`config.mk`:
```
export PLATFORM = sky130hd
export DESIGN_NAME = lsu
export DESIGN_NICKNAME = d
export VERILOG_FILES = /design/src/rtl/lsu_pkg.sv /design/src/rtl/lsu_check.sv /design/src/rtl/lsu.sv
export SDC_FILE = /design/constraint.sdc
export NUM_CORES = 1
export LEC_CHECK = 0
export BUFFER_PORTS_ARGS = -buffer_cell sky130_fd_sc_hd__buf_2
export CORE_ASPECT_RATIO = 0.8
export CORE_UTILIZATION = 45
export DETAILED_ROUTE_END_ITERATION = 7
export GPL_ROUTABILITY_DRIVEN = 0
export PLACE_DENSITY = 0.79
export SLEW_MARGIN = 5
export SYNTH_ARGS = -nofsm -noshare
export SYNTH_HDL_FRONTEND = slang
export SYNTH_SLANG_ARGS = --single-unit
export TNS_END_PERCENT = 20
```
`constraint.sdc`:
```
create_clock -name clk -period 2.6 [get_ports clk]
set_clock_uncertainty 0.2 [all_clocks]
set_input_delay 0.39 -clock clk [delete_from_list [all_inputs] [get_ports clk]]
set_output_delay 0.39 -clock clk [all_outputs]
set_load 0.03 [all_outputs]
```
`src/rtl/lsu_pkg.sv`:
```
// Shared encodings for the load/store unit: access lengths, exception causes
// and FSM states.
package lsu_pkg;

  localparam logic [1:0] ML_BYTE = 2'b00;
  localparam logic [1:0] ML_HALF = 2'b01;
  localparam logic [1:0] ML_WORD = 2'b10;

  localparam logic [3:0] EXC_ILLEGAL     = 4'd2;
  localparam logic [3:0] EXC_LD_MISALIGN = 4'd4;
  localparam logic [3:0] EXC_LD_FAULT    = 4'd5;
  localparam logic [3:0] EXC_ST_MISALIGN = 4'd6;
  localparam logic [3:0] EXC_ST_FAULT    = 4'd7;

  typedef enum logic [1:0] {
    S_IDLE  = 2'd0,
    S_ISSUE = 2'd1,
    S_LWAIT = 2'd2,
    S_RESP  = 2'd3
  } lsu_state_e;

endpackage

```
`src/rtl/lsu_check.sv`:
```
// Combinational access checker: reports the highest-priority exception for a
// request (illegal encoding, then misalignment, then out-of-range address).
module lsu_check
  import lsu_pkg::*;
#(
  parameter int ADDRW = 12
) (
  input  logic        we,
  input  logic [2:0]  funct3,
  input  logic [31:0] addr,
  output logic        exc,
  output logic [3:0]  cause
);

  logic w_illegal;
  logic w_misalign;
  logic w_range;

  always_comb begin
    w_illegal  = (funct3[1:0] == 2'b11) || (we && funct3[2]);
    w_misalign = ((funct3[1:0] == ML_HALF) && addr[0]) ||
                 ((funct3[1:0] == ML_WORD) && (addr[1:0] != 2'b00));
    // Shifting keeps every address bit in the expression.
    w_range    = ((addr >> ADDRW) != 32'd0);
    exc   = 1'b0;
    cause = 4'd0;
    if (w_illegal) begin
      exc   = 1'b1;
      cause = EXC_ILLEGAL;
    end else if (w_misalign) begin
      exc   = 1'b1;
      cause = we ? EXC_ST_MISALIGN : EXC_LD_MISALIGN;
    end else if (w_range) begin
      exc   = 1'b1;
      cause = we ? EXC_ST_FAULT : EXC_LD_FAULT;
    end
  end

endmodule

```
`src/rtl/lsu.sv`:
```
// Load/store unit: accepts one MEM-stage access at a time, checks it, drives the
// synchronous data memory and returns load data or an exception.
module lsu
  import lsu_pkg::*;
#(
  parameter int ADDRW = 12
) (
  input  logic             clk,
  input  logic             rst,
  // Both channels: a transfer happens on a rising edge where valid && ready;
  // the sender holds its payload stable while valid is high and ready is low.
  input  logic             req_valid,
  output logic             req_ready,
  input  logic             req_we,
  input  logic [2:0]       req_funct3,
  input  logic [31:0]      req_addr,
  input  logic [31:0]      req_wdata,
  output logic             resp_valid,
  input  logic             resp_ready,
  output logic [31:0]      resp_rdata,
  output logic             resp_exc,
  output logic [3:0]       resp_cause,
  output logic             mem_we,
  output logic [2:0]       mem_funct3,
  output logic [ADDRW-1:0] mem_addr,
  output logic [31:0]      mem_wdata,
  input  logic [31:0]      mem_rdata,
  output lsu_state_e       dbg_state
);

  lsu_state_e       r_state;
  lsu_state_e       w_next;
  logic             w_accept;
  logic             w_exc;
  logic [3:0]       w_cause;
  logic             r_we;
  logic             r_exc;
  logic [3:0]       r_cause;
  logic [31:0]      r_rdata;
  logic [ADDRW-1:0] r_mem_addr;
  logic [2:0]       r_mem_funct3;
  logic [31:0]      r_mem_wdata;

  lsu_check #(.ADDRW(ADDRW)) u_check (
    .we     (req_we),
    .funct3 (req_funct3),
    .addr   (req_addr),
    .exc    (w_exc),
    .cause  (w_cause)
  );

  assign w_accept = (r_state == S_IDLE) && req_valid;

  always_ff @(posedge clk) begin
    if (rst) r_state <= S_IDLE;
    else     r_state <= w_next;
  end

  always_comb begin
    w_next     = r_state;
    req_ready  = 1'b0;
    resp_valid = 1'b0;
    mem_we     = 1'b0;
    case (r_state)
      S_IDLE: begin
        req_ready = 1'b1;
        if (req_valid) w_next = w_exc ? S_RESP : S_ISSUE;
      end
      S_ISSUE: begin
        // Gated by reset so an abandoned store never reaches memory.
        mem_we = r_we && !rst;
        w_next = r_we ? S_RESP : S_LWAIT;
      end
      S_LWAIT: w_next = S_RESP;
      S_RESP: begin
        resp_valid = 1'b1;
        if (resp_ready) w_next = S_IDLE;
      end
      default: w_next = S_IDLE;
    endcase
  end

  always_ff @(posedge clk) begin
    if (rst) begin
      r_we         <= 1'b0;
      r_exc        <= 1'b0;
      r_cause      <= 4'd0;
      r_rdata      <= 32'd0;
      r_mem_addr   <= '0;
      r_mem_funct3 <= 3'd0;
      r_mem_wdata  <= 32'd0;
    end else begin
      if (w_accept) begin
        r_we    <= req_we;
        r_exc   <= w_exc;
        r_cause <= w_cause;
        r_rdata <= 32'd0;
        // Faulting accesses leave the memory-side bus untouched.
        if (!w_exc) begin
          r_mem_addr   <= req_addr[ADDRW-1:0];
          r_mem_funct3 <= req_funct3;
          r_mem_wdata  <= req_wdata;
        end
      end
      if (r_state == S_LWAIT) r_rdata <= mem_rdata;
    end
  end

  assign resp_rdata = r_rdata;
  assign resp_exc   = r_exc;
  assign resp_cause = r_cause;
  assign mem_addr   = r_mem_addr;
  assign mem_funct3 = r_mem_funct3;
  assign mem_wdata  = r_mem_wdata;
  assign dbg_state  = r_state;

endmodule

```
==> metrics.cfg <==
[status]
status = finished, final reports clean

[synth]
synth_nets = 540
ys_types = 30
syn_area_um2 = 3757
async_flop_share = 0
ys_warn_count = 0
synth_area_per_cell_um2 = 8.698
ys_seq_area_frac = 0.4582
postSynthCellCount = 432
synthFlopType = dfxtp_1
synth_seq_cells = 86
synth_edf_count = 0

[layout]
ff_latch_area_um2 = 1722
multiInputGateArea_um2 = 1780
diodes = 0
nNetsFinal = 699
drive_above_1_share = 0.3815
syn_to_final_growth_pct = 29.34
final_cells = 703
fillers = 738

[route]
drc = 0
ant_nets = 0
wirelength_um = 10760
drt_iter0_drc = 154
wl_per_cell_um = 15.31
vias = 3948
vias_per_cell = 5.616
firstDrtPassIters = 4

[min_path]
hp-class = input pin to flip-flop

[global_routing]
grt_first_pass_wirelength_um = 17570
grt_antenna_before_repair = 0
met2_usage = 0.4309
busiest_layer = met2
use_met1 = 0.2897
grtUsageMet3 = 0.05933
grt_pass1_vias = 3710
grt_overflow = 0
grt_max_degree = 65
grtUsageTotal = 0.2456

[timing]
setup_tns_ns = 0
fmax_mhz = 470.0
hold_violations = 0
period_share = 0.8183
slew_headroom = 0.5986
finalCriticalPeriod_ns = 2.128
maxSlewViolCount = 0
setup_viol = 0
rsz0062_at_grt = false
tightest_slew_ns = 0.6021
fin_ws_ns = 0.4723

[floorplan]
core_area_um2 = 8019
die_w_um = 104.2
die_h_um = 83.73
start_util = 0.4686
rows = 29
dieArea_um2 = 8721
pin_count = 193

[pwr]
p_leak_uw = 0.002040
ir_worst_vdd_uv = 482.8
power_density_nw_per_um2 = 710.3

[placed_design]
numPortBuffers = 191
dp.cells = 688
dp.final_hpwl_um = 7163
pre_cts_slack_ns = 0.3540

[clock_network]
post_cts_buffers = 0
clk_pin_slew_ns = 0.08
clkLatencyLatePin_ns = 0.35
cts_tree = yes
cts_root_buf = clkbuf_8
cts_sinks = 86
ctsHoldBuffers = 0
cts_max_level = 3
cts_inserted_buffers = 9
cts.repair.resized = 0
clock_path_buffers = 2

[worst_setup_path]
slowest_stage = buf_4
worstSetupPathType = flip-flop to flip-flop
start_kind = flip-flop
path_max_fanout = 47
slowest_delay_ns = 0.48
r2r_slack_ns = 0.47
required_ns = 2.67
crit_chain = inv_1 -> ha_1 -> and2_1 -> nand4_1 -> buf_4 -> o31ai_1 -> a21oi_1
end_kind = flip-flop
arrival_ns = 2.20

[run]
maxCapViolCount = 0

kinds of logic after synthesis:
logic type | share of synthesized area
buffers and inverters | 0.07026
DFF | 0.4582
adders and majority gates | 0.01332
other | 0.0009980
AOI/OAI and AO/OA | 0.2484
and+or+nand+nor | 0.2088
synth_stat cells (3+ instances only):
library cell,instances,share of area
nor4_1,5,0.0083
inv_1,4,0.0040
a21oi_1,86,0.11
o21ai_0,3,0.0040
dfxtp_1,86,0.46
o31ai_1,38,0.076
buf_4,3,0.0060
buf_2,16,0.021
o31ai_2,9,0.030
buf_1,5,0.0050
ha_1,4,0.013
nand4_1,49,0.082
nand3b_1,33,0.066
nor2_1,3,0.0030
a211oi_1,3,0.0060
clkbuf_1,28,0.028
nand2_1,40,0.040
worst max-delay path: cells and delay by family, from the launching register on:
family / cells / cell delay (ns)
buf+inv: 2 / 0.58
flops: 1 / 0.45
compound gates: 2 / 0.29
simple gates: 2 / 0.27
fa+ha+maj: 1 / 0.26
sequential cells by signal, summed over array words and instances (netlist names):
register    count
r_we            1
resp_rdata     32
resp_exc        1
mem_wdata      32
mem_addr       12
mem_funct3      3
resp_cause      3
dbg_state       2
per-stage QoR:
step           total power (µW)  hold WS, ns    util  cell area (µm²)
3_3_place_gp               2655       0.2481  0.5865             4703
6_report                   3452      0.07540  0.6060             4860
3_5_place_dp               2686       0.2518  0.5865             4703
4_1_cts                    3475      0.05744  0.6060             4860
2_1_floorplan              2357       0.2366       -             3757
5_1_grt                    3651      0.05754  0.6060             4860
cell type report:
cell class / instances / share of cell area
flip-flops and latches: 86 / 0.3543
well taps: 108 / 0.02781
clock buffers: 11 / 0.02703
clock inverters: 4 / 0.005149
repair buffers: 202 / 0.2163
inverters: 4 / 0.003090
multi-input cells: 288 / 0.3664
per-layer routing:
layer / share of wire / wire length [µm]
met2: 0.49 / 5261
met4: 0.023 / 245
met5: 0 / 0
met1: 0.43 / 4668
met3: 0.055 / 588
report_power, final:
part	total [µW]	internal [µW]	switching (µW)
clock network	791	339	452
logic	1140	374	761
registers	1530	1450	79.7
final timing paths:
check | from | end | cells past startpoint
min | mem_rdata[5] | resp_rdata[5] | 3
min reg2reg | r_we | r_we | 2
max reg2reg | dbg_state[0] | mem_wdata[6] | 7
max | dbg_state[0] | mem_wdata[6] | 7
cells in the final DEF, fill, tap and decap left out, types with 2 or more instances in the layout:
| cell type | synthesis | routed |
|---|---|---|
| nand2_1 | 40 | 40 |
| a21oi_1 | 86 | 86 |
| buf_4 | 3 | 10 |
| nand4_1 | 49 | 49 |
| nor2_1 | 3 | 3 |
| buf_2 | 16 | 191 |
| clkinv_2 | 0 | 2 |
| o31ai_2 | 9 | 9 |
| o31ai_1 | 38 | 38 |
| inv_1 | 4 | 4 |
| clkbuf_8 | 0 | 9 |
| clkinvlp_4 | 0 | 2 |
| o21ai_0 | 3 | 3 |
| a211oi_1 | 3 | 3 |
| dfxtp_1 | 86 | 86 |
| clkbuf_1 | 28 | 2 |
| ha_1 | 4 | 4 |
| a211o_1 | 2 | 2 |
| nand3b_1 | 33 | 33 |
| nor4_1 | 5 | 4 |
| o21ai_1 | 2 | 2 |
(Power assumes the default switching activity.)
